File: config.mk
export PLATFORM = sky130hd
export DESIGN_NAME = seq_add_sub
export DESIGN_NICKNAME = d
export VERILOG_FILES = /design/src/rtl/seq_add_sub.sv
export SDC_FILE = /design/constraint.sdc
export NUM_CORES = 1
export LEC_CHECK = 0
export ABC_AREA = 1
export CAP_MARGIN = 25
export CORE_MARGIN = 4
export CORE_UTILIZATION = 47
export CTS_CLUSTER_SIZE = 12
export DETAILED_ROUTE_END_ITERATION = 8
export DONT_BUFFER_PORTS = 1
export REMOVE_ABC_BUFFERS = 1
export SLEW_MARGIN = 40
export SYNTH_ARGS = -nofsm -noshare
export SYNTH_HDL_FRONTEND = slang
export SYNTH_SLANG_ARGS = --single-unit
File: constraint.sdc
create_clock -name CLK -period 5.4 [get_ports CLK]
set_input_delay 1.62 -clock CLK [delete_from_list [all_inputs] [get_ports CLK]]
set_output_delay 1.62 -clock CLK [all_outputs]
set_load 0.03 [all_outputs]
File: src/rtl/seq_add_sub.sv
// rtl/seq_add_sub.sv - digit-serial adder/subtractor, DIGIT bits per cycle over WIDTH/DIGIT cycles.
module seq_add_sub #(
  parameter int WIDTH = 32,
  parameter int DIGIT = 8
) (
  input  logic             CLK,
  input  logic             RST,
  input  logic             START,
  input  logic [WIDTH-1:0] A,
  input  logic [WIDTH-1:0] B,
  input  logic             SnA,
  output logic [WIDTH-1:0] Y,
  output logic             CO,
  output logic             OVF,
  output logic             ZERO,
  output logic             BUSY,
  output logic             DONE
);

  localparam int N  = WIDTH / DIGIT;
  localparam int KW = (N > 1) ? $clog2(N) : 1;

  typedef enum logic [1:0] {IDLE, RUN, DONE_S} state_t;

  state_t           state_q, state_d;
  logic [KW-1:0]    k_q, k_d;
  logic             carry_q, carry_d;
  logic [WIDTH-1:0] a_q, a_d, b_q, b_d, y_q, y_d;
  logic             co_q, co_d, ovf_q, ovf_d, zero_q, zero_d;

  logic [WIDTH-1:0] a_sh, b_sh;
  logic [DIGIT-1:0] chunk_a, chunk_b;
  logic [DIGIT:0]   sum;
  logic             last;
  int               shamt;

  always_comb begin
    shamt   = int'(k_q) * DIGIT;
    a_sh    = a_q >> shamt;
    b_sh    = b_q >> shamt;
    chunk_a = a_sh[DIGIT-1:0];
    chunk_b = b_sh[DIGIT-1:0];
    sum     = {1'b0, chunk_a} + {1'b0, chunk_b} + {{DIGIT{1'b0}}, carry_q};
    last    = (k_q == KW'(N - 1));
  end

  always_comb begin
    state_d = state_q;
    k_d     = k_q;
    carry_d = carry_q;
    a_d     = a_q;
    b_d     = b_q;
    y_d     = y_q;
    co_d    = co_q;
    ovf_d   = ovf_q;
    zero_d  = zero_q;
    case (state_q)
      RUN: begin
        // Unwritten Y bits are still zero, so OR-ing the chunk into place is enough.
        y_d     = y_q | (WIDTH'(sum[DIGIT-1:0]) << shamt);
        carry_d = sum[DIGIT];
        k_d     = k_q + KW'(1);
        if (last) begin
          co_d    = sum[DIGIT];
          // Same-sign operands giving an opposite-sign result == cin(msb) ^ cout(msb).
          ovf_d   = (chunk_a[DIGIT-1] == chunk_b[DIGIT-1]) &&
                    (sum[DIGIT-1] != chunk_a[DIGIT-1]);
          zero_d  = (y_d == '0);
          state_d = DONE_S;
        end
      end
      default: begin
        if (START) begin
          a_d     = A;
          b_d     = B ^ {WIDTH{SnA}};
          carry_d = SnA;
          k_d     = '0;
          y_d     = '0;
          co_d    = 1'b0;
          ovf_d   = 1'b0;
          zero_d  = 1'b0;
          state_d = RUN;
        end else begin
          state_d = IDLE;
        end
      end
    endcase
  end

  always_ff @(posedge CLK) begin
    if (RST) begin
      state_q <= IDLE;
      k_q     <= '0;
      carry_q <= 1'b0;
      a_q     <= '0;
      b_q     <= '0;
      y_q     <= '0;
      co_q    <= 1'b0;
      ovf_q   <= 1'b0;
      zero_q  <= 1'b0;
    end else begin
      state_q <= state_d;
      k_q     <= k_d;
      carry_q <= carry_d;
      a_q     <= a_d;
      b_q     <= b_d;
      y_q     <= y_d;
      co_q    <= co_d;
      ovf_q   <= ovf_d;
      zero_q  <= zero_d;
    end
  end

  assign Y    = y_q;
  assign CO   = co_q;
  assign OVF  = ovf_q;
  assign ZERO = zero_q;
  assign BUSY = (state_q == RUN);
  assign DONE = (state_q == DONE_S);

endmodule

==> reports/qor.txt, run 1 <==
RUN STATUS
------------------------------------------------------------------------------------
Outcome ............................................................... finished clean

TIMING
------------------------------------------------------------------------------------
Max transition margin .................................................        0.482
Unrepaired setup endpoints after global routing .......................        false
Maximum operating frequency ...........................................      305 MHz
Largest clock skew in the final design ................................    0.0124 ns
Slew at the pin closest to its max-slew limit .........................     0.776 ns
Fraction of the cycle the final worst path needs ......................        0.607
Final setup vio count .................................................            0
Final Slew Violations .................................................            0
Fin Hold WS ...........................................................     0.459 ns
Fin crit period .......................................................      3.28 ns
Final Hold Vio Count ..................................................            0

SYNTH
------------------------------------------------------------------------------------
Share of the yosys chip area belonging to registers ...................        0.402
Cell count after synthesis ............................................          724
Post-synth cell types .................................................           32
Leading cell types by total area after synthesis ...................... sky130_fd_sc_hd__dfxtp_1, sky130_fd_sc_hd__nor2_1, sky130_fd_sc_hd__o21ai_0
Yosys top cell by area ................................................ sky130_fd_sc_hd__dfxtp_1
Yosys warning total ...................................................            0
Avg Cell Area, Syn ....................................................    7.15 um^2
Area share of the largest cell type after synthesis ...................        0.402
Mapped Area ........................................................... 0.00518 mm^2
#FFs+latches synth ....................................................          104

CTS
------------------------------------------------------------------------------------
Number of buffers created by CTS ......................................            9
Clock slew at reported path FFs .......................................      0.10 ns
Number of gates resized after cts .....................................            0
Root buffer cell ...................................................... sky130_fd_sc_hd__clkbuf_8
Post-CTS setup buffer count ...........................................            0
Clock buffer depth ....................................................            2
TritonCTS clock tree ..................................................          yes
Skew-Pair Late Insertion Delay ........................................      0.37 ns
Maximum level of the CTS H-tree .......................................            3
Number of clock sinks .................................................          104
Cts hold-fix bufs .....................................................            0

PLACED DESIGN
------------------------------------------------------------------------------------
Port-buffer cells .....................................................            0
DP HPWL ...............................................................      8330 um
Final weighted congestion of routability-driven global placement ......        0.811
Placed cell areas ..................................................... 0.00520 mm^2

WORST SETUP PATH
------------------------------------------------------------------------------------
Path depth of the worst reg2reg path ..................................           20
Data required, critical path ..........................................      5.71 ns
Type of the setup path with the least slack ...........................      reg2reg
Cells along the critical path ......................................... inv_2, o21ai_0, o22ai_1, fa_1, inv_1, fa_1, nor2_1, nand2_1, nand2_1, nor2_1, nand2_1, nor2_1, nand2_1, nor2_1, nand2_1, nor2_1, nand2_1, nor2_1, nand2_1, a21oi_2
Critical path peak fanout .............................................           35
Critical path arrival .................................................      3.58 ns
CP dominant cell by count ............................................. sky130_fd_sc_hd__nand2_1
Max stage delay cell, worst path ...................................... sky130_fd_sc_hd__fa_1
Count of buffering cells on the critical path with inverters included .            2
End point of the critical path ........................................         ZERO
Type of element capturing the critical path ...........................    flip-flop
Kind of cell adding the most delay to the critical path ............... simple AND/OR/NAND/NOR gates
R2r setup slk .........................................................      2.12 ns
Capture point of the worst reg-to-reg path ............................         ZERO
Setup crit start kind .................................................    flip-flop
Delay contributed by the slowest stage of the critical path ...........      0.50 ns
Beginning of the critical path ........................................       k_q[1]
Number of gates on the worst path with buffers counted ................           20
Origin of the critical flop-to-flop path ..............................       k_q[1]

ROUTE
------------------------------------------------------------------------------------
DRC violation count after routing .....................................            0
Routed vias/inst ......................................................         5.22
Via count .............................................................         4388
Overall routed net length .............................................     12500 um
Drt initial violations ................................................          239
Average wire per cell in the routed design ............................      14.8 um
Antenna Violating Nets Remaining ......................................            0
Number of optimization iterations in the first detailed-route pass ....            5

FLOORPLAN
------------------------------------------------------------------------------------
Starting density of the core ..........................................        0.480
Core ar. ..............................................................  0.0108 mm^2
Die Span Y ............................................................       113 um
Top Ports .............................................................          105
Number of rows in the core area .......................................           38
Area enclosed by the die boundary .....................................  0.0128 mm^2
Die width .............................................................       113 um

POWER AND IR DROP
------------------------------------------------------------------------------------
Logic pwr share .......................................................        0.229
Pwr/cell area .........................................................  318 mW/mm^2
Fraction of power spent switching nets ................................        0.328
NetSw .................................................................       562 uW
Sequential cell fraction of total power ...............................        0.495
Cell Int Power ........................................................      1.15 mW
Cell leakage power ....................................................      2.20 nW
Clock share of power ..................................................        0.275
Peak supply drop ......................................................     0.152 mV
Design Power ..........................................................      1.72 mW

FINAL LAYOUT
------------------------------------------------------------------------------------
Post-synthesis to final-layout area growth ............................        4.16%
Antenna diode count ...................................................            0
Highest-count cells in the layout ignoring fill and taps .............. sky130_fd_sc_hd__nor2_1, sky130_fd_sc_hd__dfxtp_1, sky130_fd_sc_hd__nand2_1
Most common library cell in the layout ignoring fill and taps ......... sky130_fd_sc_hd__nor2_1
Final core occ ........................................................        0.500
Final-layout fill cell count ..........................................         1065
Final-stage net count .................................................          773
Proportion of layout cells with a drive suffix above 1 ................       0.0486
Final cell area excluding filler cells ................................ 0.00539 mm^2

HOLD PATH
------------------------------------------------------------------------------------
Min-Delay Path Class ..................................................      reg2reg

GLOBAL ROUTING
------------------------------------------------------------------------------------
Total GRT Usage .......................................................        0.194
Total congestion overflow .............................................            0
Vias in the first global route ........................................         4232
Antenna violations before repair ......................................            0
Maximum number of pins on one net before global-route repair ..........           96
Wire length of the first global-routing pass ..........................     20300 um

JOB
------------------------------------------------------------------------------------
Number of max-capacitance violations reported .........................            0

-- through the flow --
step	cells	worst slack (ns)	setup TNS (ns)
final	840	2.12	0
after global placement	824	1.97	0
after detailed placement	824	2.13	0
after CTS	840	2.11	0
after global routing	840	1.72	0
after floorplan	678	-0.415	-12.66
-- cell families after synthesis --
kind of cell | Yosys count | share of synthesized area
and+or+nand+nor | 341 | 0.283
DFF | 104 | 0.402
adders and majority gates | 10 | 0.0271
xor gates and xnor gates | 32 | 0.0541
AOI/OAI and AO/OA | 130 | 0.149
buffers and inverters | 107 | 0.0841
-- sequential cells by signal (all words and copies together), names as in the netlist --
signal and count:
CO 1, OVF 1, Y 32, ZERO 1, a_q 32, b_q 32, carry_q 1, k_q 2
state_q 2
-- metal layers --
metal  vias up  part of all wire  global-route usage
met2       112              0.46               0.315
met4         0             0.018              0.0737
li1       2305                 -                   -
met3        15             0.056              0.0358
met5         -                 0                   0
met1      1956              0.47               0.257
-- area by class of cell --
type	instances	area, um^2	area share
inverter	61	229	0.0425
clock buffer	11	151	0.0281
tap	140	175	0.0325
sequential	104	2080	0.386
multi-input combinational	513	2670	0.495
clock inverter	5	38.8	0.00719
timing repair buffer	6	48.8	0.00905
-- worst min-delay path by stage --
stage / start / end / slack (ns) / cells after the start
after detailed placement: b_q[1] / b_q[1] / 0.45 / 2
after floorplan: b_q[1] / b_q[1] / 0.43 / 2
after global routing: b_q[1] / b_q[1] / 0.51 / 2
final: b_q[1] / b_q[1] / 0.46 / 2
after global placement: b_q[1] / b_q[1] / 0.44 / 2
after CTS: b_q[1] / b_q[1] / 0.46 / 2
-- worst min-delay path: cells and delay by family (launching register included) --
family,cells,cell delay (ns)
flip-flops,1,0.31
buffers and inverters,1,0.06
AO/OA/AOI/OAI,1,0.06
-- cell usage after synthesis (all sizes together) --
cell type,n
o22ai,14
ha,8
nand3b,1
or2,2
nand2,86
nand3,25
xnor2,31
clkbuf,24
a21oi,12
nor3,4
a31oi,2
a32oi,2
xor2,1
inv,60
nor2,185
a211oi,35
clkinv,1
dfxtp,104
o21ai,65
nand4,12
buf,22
nor3b,26
fa,2
-- power groups by stage --
stage          Combinational [mW]  Clock (mW)  Sequential (mW)
2_1_floorplan               0.298           0            0.868
3_3_place_gp                0.387           0            0.867
3_5_place_dp                0.394           0            0.868
4_1_cts                     0.396       0.486            0.850
5_1_grt                     0.456       0.517            0.857
6_report                    0.394       0.472            0.850
Power figures use the tool's default switching activity.
==> inputs of run 2 (changes only) <==
--- a/config.mk
+++ b/config.mk
@@ -5,7 +5,7 @@
 export SDC_FILE = /design/constraint.sdc
 export NUM_CORES = 1
 export LEC_CHECK = 0
-export ABC_AREA = 1
+export ABC_AREA = 0
 export CAP_MARGIN = 25
 export CORE_MARGIN = 4
 export CORE_UTILIZATION = 47
==> constraint.sdc (replaced) <==
create_clock -name CLK -period 2.8 [get_ports CLK]
set_input_delay 0.84 -clock CLK [delete_from_list [all_inputs] [get_ports CLK]]
set_output_delay 0.84 -clock CLK [all_outputs]
set_load 0.03 [all_outputs]
==> run 2 against run 1 <==
Flip-flop and latch count is the same. Via count shrank 17%. Clock power grew 74%. Count of clock-buffer cells in the layout shrank 1. Highest routed layer unchanged. Critical path type unchanged.
==> reports/qor.txt, run 2 <==
FINAL LAYOUT
------------------------------------------------------------------------------------
Final-layout fill cell count ..........................................          936   -12%
Final cell area excluding filler cells ................................ 0.00509 mm^2   -5.6%
Highest-count cells in the layout ignoring fill and taps .............. sky130_fd_sc_hd__dfxtp_1, sky130_fd_sc_hd__nand2_1, sky130_fd_sc_hd__nor2_1
Post-synthesis to final-layout area growth ............................        9.44%
Most common library cell in the layout ignoring fill and taps ......... sky130_fd_sc_hd__dfxtp_1
Antenna diode count ...................................................            0   unchanged
Proportion of layout cells with a drive suffix above 1 ................        0.132   +0.0837
Final-stage net count .................................................          588   -24%

GLOBAL ROUTING
------------------------------------------------------------------------------------
Total congestion overflow .............................................            0   unchanged
Maximum number of pins on one net before global-route repair ..........           74   -23%
Total GRT Usage .......................................................        0.194   +0.000462
Wire length of the first global-routing pass ..........................     17800 um   -13%
Layer with the highest usage after global routing .....................         met2
Vias in the first global route ........................................         3528   -17%
Met1 Use GR ...........................................................        0.253   -0.00381
Global routing met3 resource utilization ..............................       0.0648   +0.0290
Met2 Use GR ...........................................................        0.309   -0.00596
Antenna violations before repair ......................................            0   unchanged

SYNTH
------------------------------------------------------------------------------------
Dominant synthesized flop cell ........................................ sky130_fd_sc_hd__dfxtp_1
Share of the yosys chip area belonging to registers ...................        0.448   +0.0454
Post-synth cell types .................................................           47   +47%
Mapped Area ........................................................... 0.00465 mm^2   -10%
Avg Cell Area, Syn ....................................................    9.03 um^2   +26%
Yosys warning total ...................................................            0   unchanged
Most common library cells after synthesis ............................. sky130_fd_sc_hd__dfxtp_1, sky130_fd_sc_hd__nand2_1, sky130_fd_sc_hd__nor2_1
Yosys top cell by area ................................................ sky130_fd_sc_hd__dfxtp_1
#FFs+latches synth ....................................................          104   unchanged
Area share of the largest cell type after synthesis ...................        0.448   +0.0454
Cell count after synthesis ............................................          515   -29%
Fraction of registers with async set or reset after synthesis .........            0   unchanged
Count of flip-flops with a built-in enable after synthesis ............            0   unchanged
Leading cell types by total area after synthesis ...................... sky130_fd_sc_hd__dfxtp_1, sky130_fd_sc_hd__mux4_2, sky130_fd_sc_hd__xnor2_1
Leading cell type by number of instances after synthesis .............. sky130_fd_sc_hd__dfxtp_1

WORST SETUP PATH
------------------------------------------------------------------------------------
R2r setup slk .........................................................     0.005 ns   -2.12 ns
Path depth of the worst reg2reg path ..................................            9   -55%
Max stage delay cell, worst path ...................................... sky130_fd_sc_hd__or4_4
Origin of the critical flop-to-flop path ..............................       k_q[0]
Delay contributed by the slowest stage of the critical path ...........      0.55 ns   +0.05 ns
Count of buffering cells on the critical path with inverters included .            1   -1
Critical path peak fanout .............................................            4   -89%
Cells along the critical path ......................................... mux4_2, fa_2, inv_2, fa_1, nor4b_4, nand4_1, or4_4, nor4_4, a31o_1
Type of the setup path with the least slack ...........................      reg2reg
Kind of cell adding the most delay to the critical path ............... simple AND/OR/NAND/NOR gates
Data required, critical path ..........................................      3.12 ns   -2.59 ns
Type of element capturing the critical path ...........................    flip-flop
Critical path arrival .................................................      3.12 ns   -0.46 ns
Capture point of the worst reg-to-reg path ............................         ZERO
Setup crit start kind .................................................    flip-flop

CTS
------------------------------------------------------------------------------------
Clock buffer depth ....................................................            2   unchanged
TritonCTS clock tree ..................................................          yes
Skew-Pair Late Insertion Delay ........................................      0.37 ns   about the same
Number of buffers created by CTS ......................................            9   unchanged
Clock slew at reported path FFs .......................................      0.10 ns   about the same
Maximum level of the CTS H-tree .......................................            3   unchanged
Post-CTS setup buffer count ...........................................            0   unchanged
Number of clock sinks .................................................          104   unchanged
Cts hold-fix bufs .....................................................            0   unchanged
Root buffer cell ...................................................... sky130_fd_sc_hd__clkbuf_8

TIMING
------------------------------------------------------------------------------------
Final Hold Vio Count ..................................................            0   unchanged
Final setup vio count .................................................            0   unchanged
Maximum operating frequency ...........................................      358 MHz   +17%
Final Slew Violations .................................................            0   unchanged
Largest clock skew in the final design ................................    0.0146 ns   +0.00225 ns
Max transition margin .................................................        0.550   +0.0685
Slew at the pin closest to its max-slew limit .........................     0.672 ns   -0.104 ns
Unrepaired setup endpoints after global routing .......................         true
Fin crit period .......................................................      2.80 ns   -0.483 ns
Fraction of the cycle the final worst path needs ......................        0.998   +0.391
Post-route setup slack ................................................   0.00487 ns   -2.12 ns

FLOORPLAN
------------------------------------------------------------------------------------
Die Span Y ............................................................       107 um   -4.8%
Number of rows in the core area .......................................           36   -5.3%
Core ar. .............................................................. 0.00968 mm^2   -10%
Starting density of the core ..........................................        0.480   +0.000636
Die width .............................................................       107 um   -4.8%
Top Ports .............................................................          105   unchanged
Area enclosed by the die boundary .....................................  0.0116 mm^2   -9.5%

PLACED DESIGN
------------------------------------------------------------------------------------
Port-buffer cells .....................................................            0   unchanged
DP HPWL ...............................................................      8060 um   -3.2%
Placed cell areas ..................................................... 0.00485 mm^2   -6.6%
Final weighted congestion of routability-driven global placement ......        0.842   +3.9%
Worst setup slack after placement .....................................    -0.150 ns   -2.28 ns

JOB
------------------------------------------------------------------------------------
Number of max-capacitance violations reported .........................            0   unchanged

ROUTE
------------------------------------------------------------------------------------
Routed vias/inst ......................................................         5.61   +7.3%
Overall routed net length .............................................     10900 um   -13%
Drt initial violations ................................................          166   -31%
Antenna Violating Nets Remaining ......................................            0   unchanged
Number of optimization iterations in the first detailed-route pass ....            5   unchanged
DRC violation count after routing .....................................            0   unchanged
Average wire per cell in the routed design ............................      16.8 um   +13%
Via count .............................................................         3628   -17%

HOLD PATH
------------------------------------------------------------------------------------
Hold endpoint .........................................................      a_q[23]
Startpoint of the tightest hold check path ............................      a_q[23]
Worst Hold Path Cells .................................................            2   unchanged
Min-Delay Path Class ..................................................      reg2reg

POWER AND IR DROP
------------------------------------------------------------------------------------
Cell leakage power ....................................................      1.81 nW   -18%
Peak supply drop ......................................................     0.237 mV   +56%
Pwr/cell area .........................................................  578 mW/mm^2   +82%

RUN STATUS
------------------------------------------------------------------------------------
Outcome ............................................................... finished clean

[run 2: cell types whose count changed after synthesis, sizes merged, moves of 8 or more]
cell,change
o21ai,-60
mux4,+16
o22ai,-14
clkbuf,+11
o31ai,+11
nor2,-116
buf,-19
a21oi,+40
inv,-54
nor3b,-25
nor4,+8
nand4,-10
nand3,-23
[run 2: cell type report]
| class | instances | area [um^2] | share of cell area |
|---|---|---|---|
| Clock buffer | 10 | 128 | 0.0251 |
| Clock inverter | 5 | 33.8 | 0.00664 |
| Inverter | 6 | 22.5 | 0.00442 |
| Multi-Input combinational cell | 367 | 2470 | 0.485 |
| Sequential cell | 104 | 2090 | 0.410 |
| Tap cell | 133 | 166 | 0.0327 |
| Timing Repair Buffer | 22 | 185 | 0.0364 |
[run 2: tightest hold or removal path, stage by stage, from the launching register on]
cell	delay, ns
sky130_fd_sc_hd__dfxtp_1	0.31
sky130_fd_sc_hd__nand2_1	0.05
sky130_fd_sc_hd__a21oi_1	0.05
[run 2: kinds of logic (layout without fill, tap and decap cells)]
| family | after synthesis | after routing | share of synthesized area |
|---|---|---|---|
| flip-flops | 104 | 104 | 0.448 |
| AND/OR/NAND/NOR | 182 | 182 | 0.170 |
| multiplexers | 17 | 17 | 0.0796 |
| AO/OA/AOI/OAI | 120 | 120 | 0.163 |
| buffers and inverters | 44 | 43 | 0.0361 |
| XOR/XNOR | 38 | 38 | 0.0732 |
| adder cells (fa/ha/maj) | 10 | 10 | 0.0301 |
[run 2: worst max path at each step]
stage,startpoint,to,slack [ns],depth (start not counted)
final,k_q[0],ZERO,0.005,9
after global routing,k_q[0],ZERO,-0.13,9
after global placement,k_q[0],ZERO,-0.08,9
after CTS,k_q[0],ZERO,0.00007,9
after detailed placement,k_q[0],ZERO,-0.15,9
after floorplan,START,ZERO,-0.76,4
[run 2: power by group]
group	internal [mW]	switching [mW]	leakage (nW)
clock network	0.319	0.503	0.0785
logic	0.237	0.268	0.883
registers	1.55	0.0603	0.852
total	2.11	0.832	1.81
[run 2: repair_timing]
action / 4_1_cts / 5_1_grt
endpoints found under the setup margin: 13 / 18
pin swaps: 0 / 4
resized for setup: 4 / 11
endpoints found under the hold margin: 0 / 0
[run 2: routing by layer]
metal / up-vias / routed length, um
met1: 1698 / 4670
met3: 11 / 982
li1: 1796 / -
met5: - / 0
met4: 0 / 108
met2: 123 / 5100
[run 2: metrics by stage]
step / utilization / power [mW] / instances / TNS (ns) / hold WS, ns
2_1_floorplan: - / 1.98 / 477 / -15.07 / 0.427
3_3_place_gp: 0.501 / 2.12 / 632 / -0.0957 / 0.436
3_5_place_dp: 0.501 / 2.13 / 632 / -0.484 / 0.440
4_1_cts: 0.519 / 2.95 / 647 / 0 / 0.453
5_1_grt: 0.526 / 3.09 / 647 / -0.459 / 0.478
6_report: 0.526 / 2.94 / 647 / 0 / 0.453
==> inputs of run 3 (changes only) <==
--- a/config.mk
+++ b/config.mk
@@ -7,11 +7,13 @@
 export LEC_CHECK = 0
 export ABC_AREA = 0
 export CAP_MARGIN = 25
+export CORE_ASPECT_RATIO = 0.8
 export CORE_MARGIN = 4
 export CORE_UTILIZATION = 47
 export CTS_CLUSTER_SIZE = 12
 export DETAILED_ROUTE_END_ITERATION = 8
 export DONT_BUFFER_PORTS = 1
+export MAX_ROUTING_LAYER = met4
 export REMOVE_ABC_BUFFERS = 1
 export SLEW_MARGIN = 40
 export SYNTH_ARGS = -nofsm -noshare
==> constraint.sdc (replaced) <==
create_clock -name CLK -period 3.5 [get_ports CLK]
set_input_delay 1.05 -clock CLK [delete_from_list [all_inputs] [get_ports CLK]]
set_output_delay 1.05 -clock CLK [all_outputs]
set_load 0.03 [all_outputs]
==> run 3 against run 2 <==
Clock power rose by 33%. Combinational power decreased by 30%. Clock skew down 0.0080 ns. Critical path type unchanged.
==> reports/qor.txt, run 3 (synthesized netlist as in run 2, its figures left out) <==
RUN STATUS
---------------------------------------------------------------------------------
Outcome ............................................................ finished clean

TIMING
---------------------------------------------------------------------------------
Fraction of the cycle the final worst path needs ...................        0.880   -0.118
Unrepaired setup endpoints after global routing ....................        false
Final setup vio count ..............................................            0   unchanged
Final Slew Violations ..............................................            0   unchanged
Fin crit period ....................................................      3.08 ns   +0.284 ns
Maximum operating frequency ........................................      325 MHz   -9.2%
Largest clock skew in the final design .............................   0.00664 ns   -0.00799 ns
Fin Hold WS ........................................................     0.449 ns   -0.00464 ns
Final Hold Vio Count ...............................................            0   unchanged
Post-route setup slack .............................................     0.421 ns   +0.416 ns
Slew at the pin closest to its max-slew limit ......................     0.658 ns   -0.0139 ns
Max transition margin ..............................................        0.558   +0.00718
Sum Neg Setup Slack ................................................         0 ns   unchanged

PLACED DESIGN
---------------------------------------------------------------------------------
Cell count after placement .........................................          621   -1.7%
Worst setup slack after placement ..................................     0.402 ns   +0.553 ns
Placed cell areas .................................................. 0.00474 mm^2   -2.3%
DP HPWL ............................................................      8190 um   +1.6%
Port-buffer cells ..................................................            0   unchanged
Final weighted congestion of routability-driven global placement ...        0.814   -3.3%

WORST SETUP PATH
---------------------------------------------------------------------------------
Beginning of the critical path .....................................       k_q[0]
Delay contributed by the slowest stage of the critical path ........      0.56 ns   about the same
Path depth of the worst reg2reg path ...............................            9   unchanged
Critical path peak fanout ..........................................            5   +1
Cells along the critical path ...................................... mux4_2, fa_1, inv_1, fa_1, xnor2_1, a211o_1, or4_4, nor4_2, a31o_1
CP dominant cell by count .......................................... sky130_fd_sc_hd__fa_1
Origin of the critical flop-to-flop path ...........................       k_q[0]
Type of the setup path with the least slack ........................      reg2reg
R2r setup slk ......................................................      0.42 ns   +0.42 ns
End point of the critical path .....................................         ZERO
Data required, critical path .......................................      3.80 ns   +0.68 ns
Setup crit start kind ..............................................    flip-flop
Type of element capturing the critical path ........................    flip-flop
Max stage delay cell, worst path ................................... sky130_fd_sc_hd__mux4_2
Capture point of the worst reg-to-reg path .........................         ZERO
Critical path arrival ..............................................      3.38 ns   +0.26 ns

JOB
---------------------------------------------------------------------------------
Number of max-capacitance violations reported ......................            0   unchanged

ROUTE
---------------------------------------------------------------------------------
DRC violation count after routing ..................................            0   unchanged
Drt initial violations .............................................          286   +72%
Overall routed net length ..........................................     11200 um   +3.5%
Routed vias/inst ...................................................         5.67   +1.2%
Antenna Violating Nets Remaining ...................................            0   unchanged
Average wire per cell in the routed design .........................      17.6 um   +5.1%
Via count ..........................................................         3614   -0.39%
Number of optimization iterations in the first detailed-route pass .            5   unchanged

FLOORPLAN
---------------------------------------------------------------------------------
Starting density of the core .......................................        0.482   +0.00174
Die Span Y .........................................................      97.0 um   -9.8%
Number of rows in the core area ....................................           32   -11%
Top Ports ..........................................................          105   unchanged
Area enclosed by the die boundary ..................................  0.0116 mm^2   about the same
Core ar. ........................................................... 0.00965 mm^2   -0.36%
Die width ..........................................................       119 um   +11%

GLOBAL ROUTING
---------------------------------------------------------------------------------
Wire length of the first global-routing pass .......................     18500 um   +4.4%
Total congestion overflow ..........................................            0   unchanged
Total GRT Usage ....................................................        0.207   +0.0125
Vias in the first global route .....................................         3388   -4.0%
Antenna violations before repair ...................................            0   unchanged
Layer with the highest usage after global routing ..................         met1
Global routing met3 resource utilization ...........................       0.0637   -0.00108
Met2 Use GR ........................................................        0.281   -0.0283
Met1 Use GR ........................................................        0.295   +0.0421
Maximum number of pins on one net before global-route repair .......           74   unchanged

HOLD PATH
---------------------------------------------------------------------------------
Min-Delay Path Class ...............................................      reg2reg

CTS
---------------------------------------------------------------------------------
Number of gates resized after cts ..................................            0   -4
Cts hold-fix bufs ..................................................            0   unchanged
Number of buffers created by CTS ...................................            9   unchanged
Root buffer cell ................................................... sky130_fd_sc_hd__clkbuf_16
Skew-Pair Late Insertion Delay .....................................      0.35 ns   -0.02 ns
Number of clock sinks ..............................................          104   unchanged
Post-CTS setup buffer count ........................................            0   unchanged
Clock slew at reported path FFs ....................................      0.07 ns   -0.03 ns
TritonCTS clock tree ...............................................          yes
Maximum level of the CTS H-tree ....................................            3   unchanged
Clock buffer depth .................................................            2   unchanged

FINAL LAYOUT
---------------------------------------------------------------------------------
Highest-count cells in the layout ignoring fill and taps ........... sky130_fd_sc_hd__dfxtp_1, sky130_fd_sc_hd__nand2_1, sky130_fd_sc_hd__nor2_1
Post-synthesis to final-layout area growth .........................        8.82%
Final cell area excluding filler cells ............................. 0.00506 mm^2   -0.57%
Final core occ .....................................................        0.525   -0.00107
Final-layout fill cell count .......................................          930   -0.64%
Final-stage net count ..............................................          574   -2.4%
Most common library cell in the layout ignoring fill and taps ...... sky130_fd_sc_hd__dfxtp_1
Antenna diode count ................................................            0   unchanged
Proportion of layout cells with a drive suffix above 1 .............       0.0878   -0.0445
Final non-filler cell total ........................................          637   -1.5%

POWER AND IR DROP
---------------------------------------------------------------------------------
Cell leakage power .................................................      1.79 nW   -1.5%
NetSw ..............................................................       696 uW   -16%
Sequential cell fraction of total power ............................        0.474   -0.075
Logic pwr share ....................................................        0.129   -0.043
Clock share of power ...............................................        0.398   +0.119
Peak supply drop ...................................................     0.280 mV   +18%
Cell Int Power .....................................................      2.04 mW   -3.3%
Fraction of power spent switching nets .............................        0.254   -0.0285
Pwr/cell area ......................................................  541 mW/mm^2   -6.4%
Design Power .......................................................      2.74 mW   -7.0%

[run 3: cell count changes in the layout (fill, tap and decap cells not counted), sizes merged]
cell	change
clkbuf	+1
clkinv	-1
buf	-14
inv	-1
bufinv	+2
[run 3: layout make-up]
class | count | area (um^2) | share of cell area
multi-input cells | 367 | 2400 | 0.475
flip-flops and latches | 104 | 2080 | 0.411
clock buffers | 11 | 243 | 0.0480
well taps | 136 | 170 | 0.0336
clock inverters | 5 | 80.1 | 0.0158
repair buffers | 8 | 60.1 | 0.0119
inverters | 6 | 22.5 | 0.00445
[run 3: critical path, delay by kind of cell (launching register included)]
kind	cells	cell delay, ns
AO/OA/AOI/OAI	2	0.45
buffers and inverters	1	0.08
adder cells (fa/ha/maj)	2	0.62
flip-flops	1	0.44
multiplexers	1	0.56
AND/OR/NAND/NOR	2	0.70
XOR/XNOR	1	0.17
[run 3: how the worst min path moves through the flow]
stage | startpoint | end | slack (ns) | cells past startpoint
floorplan | a_q[16] | a_q[16] | 0.43 | 2
finish | a_q[18] | a_q[18] | 0.45 | 2
global route | a_q[11] | a_q[11] | 0.47 | 2
global placement | a_q[13] | a_q[13] | 0.44 | 2
CTS | a_q[18] | a_q[18] | 0.45 | 2
detailed placement | a_q[18] | a_q[18] | 0.44 | 2
[run 3: power by group through the flow]
stage / clock (mW) / combinational, mW / sequential, mW
global placement: 0 / 0.347 / 1.32
finish: 1.09 / 0.353 / 1.30
global route: 1.14 / 0.396 / 1.30
detailed placement: 0 / 0.352 / 1.32
floorplan: 0 / 0.269 / 1.31
CTS: 1.10 / 0.354 / 1.30
[run 3: routing by layer]
metal	routed length, um	vias up
met5	0	-
met4	126	0
met3	803	12
met2	4780	123
met1	5530	1712
li1	-	1767
